**config.mk**
```make
export PLATFORM = sky130hd
export DESIGN_NAME = kbd_ctrl
export DESIGN_NICKNAME = d
export VERILOG_FILES = /design/src/rtl/kbd_ctrl.sv
export SDC_FILE = /design/constraint.sdc
export NUM_CORES = 1
export LEC_CHECK = 0
export CAP_MARGIN = 20
export CORE_AREA = 4 4 130 132
export CTS_BUF_LIST = sky130_fd_sc_hd__clkbuf_16
export DETAILED_ROUTE_END_ITERATION = 16
export DIE_AREA = 0 0 134 136
export DONT_BUFFER_PORTS = 1
export GPL_TIMING_DRIVEN = 0
export PLACE_DENSITY = 0.62
export SLEW_MARGIN = 20
export SYNTH_ARGS = -nofsm -noshare
export SYNTH_HDL_FRONTEND = slang
export SYNTH_SLANG_ARGS = --single-unit
```
**constraint.sdc**
```tcl
create_clock -name clk -period 3.31 [get_ports clk]
set_clock_uncertainty 0.2 [all_clocks]
set_input_delay 0.4965 -clock clk [delete_from_list [all_inputs] [get_ports clk]]
set_output_delay 0.4965 -clock clk [all_outputs]
set_load 0.01 [all_outputs]
```
**src/rtl/kbd_ctrl.sv**
```systemverilog
// PS/2 keyboard receiver: synchronize, deglitch, deframe 11-bit frames, queue good bytes in a FIFO.
// Latency: a byte is visible on rd_data FILTER_LEN+3 clk cycles after the raw ps2_clk falling edge of its stop bit.
// Backpressure: none toward the keyboard; a push into a full FIFO is dropped and flagged in the sticky ovf bit.
module kbd_ctrl #(
  parameter int FIFO_AW    = 4,
  parameter int FILTER_LEN = 8,
  parameter int TIMEOUT    = 20000
) (
  input  logic        clk,
  input  logic        rst,
  input  logic        ps2_clk,
  input  logic        ps2_data,
  input  logic        rd_en,
  output logic [31:0] rd_data,
  output logic        kbd_irq
);

  localparam int DEPTH = 1 << FIFO_AW;
  localparam int FW    = $clog2(FILTER_LEN + 1);
  localparam int TW    = $clog2(TIMEOUT + 1);

  typedef enum logic [1:0] {IDLE, DATA, PARITY, STOP} state_t;

  // Two-flop synchronizers; idle line level is high, so they reset to 1.
  logic clk_s1_q, clk_s2_q, dat_s1_q, dat_s2_q;

  // Bring the raw PS/2 lines into the clk domain.
  always_ff @(posedge clk) begin
    if (rst) begin
      clk_s1_q <= 1'b1;
      clk_s2_q <= 1'b1;
      dat_s1_q <= 1'b1;
      dat_s2_q <= 1'b1;
    end else begin
      clk_s1_q <= ps2_clk;
      clk_s2_q <= clk_s1_q;
      dat_s1_q <= ps2_data;
      dat_s2_q <= dat_s1_q;
    end
  end

  logic [FW-1:0] filt_cnt_q;
  logic          clk_f_q;
  logic          fall_q;

  // Deglitch: the filtered clock follows only after FILTER_LEN consecutive differing samples.
  always_ff @(posedge clk) begin
    if (rst) begin
      filt_cnt_q <= '0;
      clk_f_q    <= 1'b1;
      fall_q     <= 1'b0;
    end else begin
      fall_q <= 1'b0;
      if (clk_s2_q != clk_f_q) begin
        if (filt_cnt_q == FW'(FILTER_LEN - 1)) begin
          clk_f_q    <= clk_s2_q;
          filt_cnt_q <= '0;
          fall_q     <= clk_f_q;  // only a 1->0 change produces a fall pulse
        end else begin
          filt_cnt_q <= filt_cnt_q + FW'(1);
        end
      end else begin
        filt_cnt_q <= '0;
      end
    end
  end

  state_t          state_q, state_d;
  logic [2:0]      bit_cnt_q, bit_cnt_d;
  logic [7:0]      shift_q, shift_d;
  logic            par_q, par_d;
  logic [TW-1:0]   idle_q, idle_d;
  logic            push;

  // Frame deserializer with inactivity timeout; push fires in the cycle the stop bit is sampled.
  always_comb begin
    state_d   = state_q;
    bit_cnt_d = bit_cnt_q;
    shift_d   = shift_q;
    par_d     = par_q;
    idle_d    = idle_q;
    push      = 1'b0;

    if (state_q == IDLE || fall_q) begin
      idle_d = '0;
    end else if (idle_q == TW'(TIMEOUT - 1)) begin
      state_d = IDLE;
      idle_d  = '0;
    end else begin
      idle_d = idle_q + TW'(1);
    end

    if (fall_q) begin
      case (state_q)
        IDLE: begin
          if (!dat_s2_q) begin
            state_d   = DATA;
            bit_cnt_d = 3'd0;
          end
        end
        DATA: begin
          shift_d   = {dat_s2_q, shift_q[7:1]};
          bit_cnt_d = bit_cnt_q + 3'd1;
          if (bit_cnt_q == 3'd7) state_d = PARITY;
        end
        PARITY: begin
          par_d   = dat_s2_q;
          state_d = STOP;
        end
        STOP: begin
          state_d = IDLE;
          push    = dat_s2_q && (^{shift_q, par_q});
        end
        default: state_d = IDLE;
      endcase
    end
  end

  // Deserializer state registers.
  always_ff @(posedge clk) begin
    if (rst) begin
      state_q   <= IDLE;
      bit_cnt_q <= '0;
      shift_q   <= '0;
      par_q     <= 1'b0;
      idle_q    <= '0;
    end else begin
      state_q   <= state_d;
      bit_cnt_q <= bit_cnt_d;
      shift_q   <= shift_d;
      par_q     <= par_d;
      idle_q    <= idle_d;
    end
  end

  logic [7:0]       mem_q [DEPTH];
  logic [FIFO_AW-1:0] wr_ptr_q, rd_ptr_q;
  logic [FIFO_AW:0]   count_q, count_d;
  logic             ovf_q, ovf_d;
  logic             kbd_irq_q;
  logic             empty, full, pop, wr, drop;

  // FIFO control: a pop frees the slot a same-cycle push into a full FIFO needs.
  always_comb begin
    empty   = (count_q == '0);
    full    = (count_q == (FIFO_AW + 1)'(DEPTH));
    pop     = rd_en && !empty;
    wr      = push && (!full || pop);
    drop    = push && full && !pop;
    count_d = count_q;
    case ({wr, pop})
      2'b10:   count_d = count_q + (FIFO_AW + 1)'(1);
      2'b01:   count_d = count_q - (FIFO_AW + 1)'(1);
      default: count_d = count_q;
    endcase
    ovf_d = ovf_q;
    if (drop)       ovf_d = 1'b1;
    else if (rd_en) ovf_d = 1'b0;
  end

  // FIFO pointers, occupancy, sticky overflow and interrupt.
  always_ff @(posedge clk) begin
    if (rst) begin
      wr_ptr_q  <= '0;
      rd_ptr_q  <= '0;
      count_q   <= '0;
      ovf_q     <= 1'b0;
      kbd_irq_q <= 1'b0;
    end else begin
      if (wr)  wr_ptr_q <= wr_ptr_q + FIFO_AW'(1);
      if (pop) rd_ptr_q <= rd_ptr_q + FIFO_AW'(1);
      count_q   <= count_d;
      ovf_q     <= ovf_d;
      kbd_irq_q <= (count_d != '0);
    end
  end

  // FIFO storage; contents need no reset since reads are gated by count.
  always_ff @(posedge clk) begin
    if (wr) mem_q[wr_ptr_q] <= shift_q;
  end

  // CPU read word; head is forced to zero when the FIFO is empty.
  always_comb begin
    rd_data = {22'b0, ovf_q, !empty, (empty ? 8'h00 : mem_q[rd_ptr_q])};
  end

  assign kbd_irq = kbd_irq_q;

endmodule

```
After elaboration in Yosys (flattened, before gate mapping)
Memory sizes are Yosys's and may differ from the RTL's. A register that Yosys moved wholly into a read port is not among the register bits. Index checks and enable logic that the tools add are counted. Widths: inputs -> output; s select.

Bits in registers: 54. Bits in writable memories: 128. Input bits: 5. Output and inout port bits: 33. Logic and storage cells: 79. Memories kept: 1.

Memory list: mem_q (words 16, bits a word 8, read ports 1, clocked after Yosys merged registers in 1, write ports 1, line 136) `logic [7:0] mem_q [DEPTH];`.

$add $sub $neg: 7. Equality and inequality tests: 11. Muxes and demuxes: 18. Bitwise gates (word level): 2. Reduce and logical (&&, ||, !) cells: 23.

Operator list (number): $add 15x1->15 const B (1); $eq 15x15->1 const B (1); $add 4x1->4 const B (3); $mux 2 (5); $pmux 5 s2 (1); $reduce_or 3->1 (3); $reduce_xor 9->1 (1); $mux 4 (2); $mux 8 (1); $pmux 2 s4 (1); $eq 2x2->1 const B (3); $mux 1 (6); $pmux 3 s2 (1); $reduce_and 2->1 (3); $add 5x1->5 const B (1); $eq 5x5->1 const B (1); $logic_and 1x1->1 (5); $logic_not 5->1 (1); $reduce_bool 5->1 (1); $sub 5x1->5 const B (1); $eq 2x1->1 const B (2); $eq 4x3->1 const B (1); $reduce_bool 2->1 (2); $add 3x1->3 const B (1); other kinds (9) (13).

Depth between registers and ports, before layout
Depth in word-level cells: 8. Depth in mapped cells: 13. Depth with buffers taken out: 11.

Worst setup path before layout
No wires, ideal clock.

Path type: register -> register. Start: register shift_q[1]. End: register kbd_irq_q, in the netlist kbd_irq. Library setup time: 0.067 ns. Data arrival time: 3.110 ns. Data required time: 3.043 ns. Setup slack: -0.067 ns. Cell stages (with the launch flop): 13. Buffers on the path: 1. Period minus slack after synthesis: 3.377 ns. Cells stage by stage: dfxtp_1 -> xor2_1 -> xnor3_1 -> mux2_4 -> buf_6 -> nor2_1 -> ha_1 -> a21o_1 -> a21oi_1 -> nand3_1 -> or2_0 -> a22o_1 -> a21oi_2.

Longest elaborated chain between the ends: 8. Elaborated cells between the ends (all ways): 9. Those cells by class: eq/ne (2); mux (3); reduce/logical (4).

Ends and longest elaborated chain: from (decl) (line 70) `logic [7:0] shift_q, shift_d;`; from (signal assigned) (line 130) `shift_q <= shift_d;`; $reduce_xor 9->1 (*) (line 112) `push = dat_s2_q && (^{shift_q, par_q});`; $logic_and 1x1->1 (*) (line 112); $mux 1 (*) (line 94) `case (state_q)`; $mux 1 (*) (line 93) `if (fall_q) begin`; $logic_and 1x1->1 (*) (line 148) `wr = push && (!full || pop);`; $eq 2x1->1 or $eq 2x2->1 (tied branches) (line 151) `case ({wr, pop})`; $pmux 5 s2 (*) (line 151); $reduce_bool 5->1 (*) (line 174) `kbd_irq_q <= (count_d != '0);`; to (signal assigned) (line 174); to (decl) (line 140) `logic kbd_irq_q;`.

Mark *: on every way between the ends. The rest lies on a longest branch, timed or not. A chain may end at the register's enable or synchronous reset.

Worst setup path after layout
Start: register shift_q[2]. End: register kbd_irq_q, in the netlist kbd_irq.

The elaborated chain is that of the path after synthesis.

==> impl_metrics.toml <==
[clocking]
clockBufferDepth = 2
htree_levels = 4
cts.sinks = 186
insertion_delay_ns = 0.44
path_clk_slew_ns = 0.06
cts_tree = "yes"
cts_buffers = 17
cts_root_buf = "clkbuf_16"

[global_route]
gr-total-overflow = 0
grt_pass1_wl_mm = 23.3
grt-busiest-layer = "met2"
grt_pass1_vias = 4209
grt_util_met1 = 0.221
use_met3 = 0.0385
grt_util_met2 = 0.287
antenna_found_initial = 0
grt_usage = 0.174
grt_max_degree = 20

[die]
start_util = 0.490
fp.dieW_um = 134
ios = 38
core_sq_mm = 0.0157
fp-row-count = 46
dieArea_sq_mm = 0.0182
die_h_um = 136

[logic_synthesis]
synthArstFlopShare = 0
ys_types = 48
synth_edf_count = 128
ys.flop_type = "edfxtp_1"
synth_area_sq_mm = 0.00770
syn-instance-count = 518
synth-seq-cells = 186
ys_warn_count = 0
ys_seq_area_frac = 0.650
syn_area_per_cell_sq_um = 14.9

[power_and_ir_drop]
p_leak_nw = 3.12
power_per_cell_area_mw_per_mm2 = 519
peakVddDrop_mv = 0.342

[worst_setup_path]
endpoint_kind = "flip-flop"
arrival_ns = 3.34
path_cells = "xor2_1 > xnor3_1 > mux2_4 > buf_6 > nor2_4 > ha_1 > o311ai_0 > a21boi_0 > o21ai_0 > o22ai_1 > a21oi_2"
cp_max_fo = 10
critPathMaxStageDelay_ns = 0.43
path_buf_inv = 1
startpoint_type = "flip-flop"
cp_top_family = "compound AO/OA/AOI/OAI gates"
crit_slowest_cell = "xnor3_1"
critical_path_class = "reg -> reg"
required_ns = 3.47

[finish]
drive_above_1_share = 0.227
layout_common_cells = "edfxtp_1 (128), nor2_1 (55), dfxtp_1 (49), mux4_2 (40), buf_4 (36)"
syn_to_final_growth_pct = 15.7
fin_nets = 590
n_antenna_cell = 0
fillers = 1239
final_common_cell = "edfxtp_1"
stdcell_count = 801

[sta]
grt_setup_unrepaired = "no"
fmax_ghz = 0.315
setup_viol = 0
timing.hold.ws_ns = 0.211
period_share = 0.959
period_needed_ns = 3.17
fin_setup_tns_ns = 0
hold_viol_final = 0
worst_pin_slew_ns = 0.886
max_slew_margin = 0.407
drv_slew = 0

[flow_run]
maxCapViolCount = 0

[route]
remaining_drc_errors = 0
first_iter_violations = 457
postRouteAntennaNets = 0
via_per_inst = 5.19
wl_per_cell_um = 18.4
drtPass1Iterations = 4
routed_wl_mm = 14.7
vias = 4154

[place]
port_buffers = 0
dp_hpwl_mm = 9.90
dp_cells = 757
place_congestion = 0.777

[hold_path]
hold_class = "reg -> reg"

[status]
status = "completed"
[sequential cells by signal, indices dropped and copies added, names as in the netlist, 2 cells and up, named ones only]
name / count
idle_q: 15
filt_cnt_q: 4
bit_cnt_q: 3
state_q: 2
mem_q: 128
wr_ptr_q: 4
shift_q: 8
count_q: 5
rd_ptr_q: 4
[report_power, final]
part           leakage, nW  switching, mW  total [mW]  internal, mW
registers             1.66        0.00145        2.45          2.45
clock network        0.320          0.807        2.12          1.32
logic                 1.14         0.0270      0.0502        0.0232
[path summary, 6_finish.rpt]
check / start / endpoint / slack (ns) / cells after the start
max: shift_q[2] / kbd_irq / 0.14 / 11
min: dat_s1_q / dat_s2_q / 0.21 / 1
max reg2reg: shift_q[2] / kbd_irq / 0.14 / 11
min reg2reg: dat_s1_q / dat_s2_q / 0.21 / 1
[synth_stat cells, types with 6 or more instances]
library cell,instances,area [sq um]
clkbuf_1,17,63.8
mux4_2,40,901
mux2i_1,8,80.1
buf_4,23,173
edfxtp_1,128,3840
nand3_1,10,50.1
ha_1,12,150
nor2_1,56,210
xnor2_1,12,105
o21ai_0,6,30.0
xor2_1,17,149
nor3_1,9,45.0
and2_1,11,68.8
dfxtp_1,58,1160
nand2_1,34,128
inv_1,7,26.3
a21oi_1,15,75.1
[repair_timing]
| item | in CTS | in global routing |
|---|---|---|
| buffers inserted | 5 | 5 |
| setup endpoints to repair | 75 | 10 |
| pin swaps | 1 | 4 |
| endpoints found under the hold margin | 3 | 0 |
| hold buffers | 3 | 0 |
| resized for setup | 22 | 13 |
[worst register-to-register path, cell delays in order, from the launching register on]
cell and delay [ns]:
dfxtp_4 0.35, xor2_1 0.15, xnor3_1 0.43, mux2_4 0.32
buf_6 0.16, nor2_4 0.16, ha_1 0.29, o311ai_0 0.37
a21boi_0 0.14, o21ai_0 0.27, o22ai_1 0.14, a21oi_2 0.14
[stage by stage]
step	instance area (sq um)	setup WS [ns]	util	power, mW
final	8910	0.135	0.567	4.62
after detailed placement	8090	-0.545	0.515	2.55
after global placement	8060	-0.439	0.513	2.55
after CTS	8840	0.000947	0.562	4.66
after global routing	8910	0.0275	0.567	4.77
after floorplan	7780	0.0427	-	2.55
[per-layer routing]
| metal | vias up | part of all wire |
|---|---|---|
| met1 | 2090 | 0.43 |
| met2 | 77 | 0.51 |
| met3 | 9 | 0.041 |
| li1 | 1978 | - |
| met4 | 0 | 0.016 |
| met5 | - | 0 |
[final cells by class]
| cell class | count | area (sq um) | area share |
|---|---|---|---|
| multi-input cells | 300 | 2550 | 0.286 |
| clock buffers | 17 | 425 | 0.0478 |
| plain buffers | 45 | 289 | 0.0324 |
| well taps | 216 | 270 | 0.0303 |
| clock inverters | 15 | 194 | 0.0218 |
| flip-flops and latches | 186 | 5040 | 0.565 |
| repair buffers | 15 | 120 | 0.0135 |
| inverters | 7 | 26.3 | 0.00295 |
[cell families (layout without fill, tap and decap cells)]
logic type	Yosys count	in the layout	synth area share
flip-flops	186	186	0.650
adder cells (fa/ha/maj)	13	13	0.0221
AND/OR/NAND/NOR	150	150	0.0911
multiplexers	50	50	0.132
XOR/XNOR	31	31	0.0390
AO/OA/AOI/OAI	34	34	0.0266
buffers and inverters	53	99	0.0385
other	1	22	0.000487
Note: power is estimated with default switching activity, not from simulation.
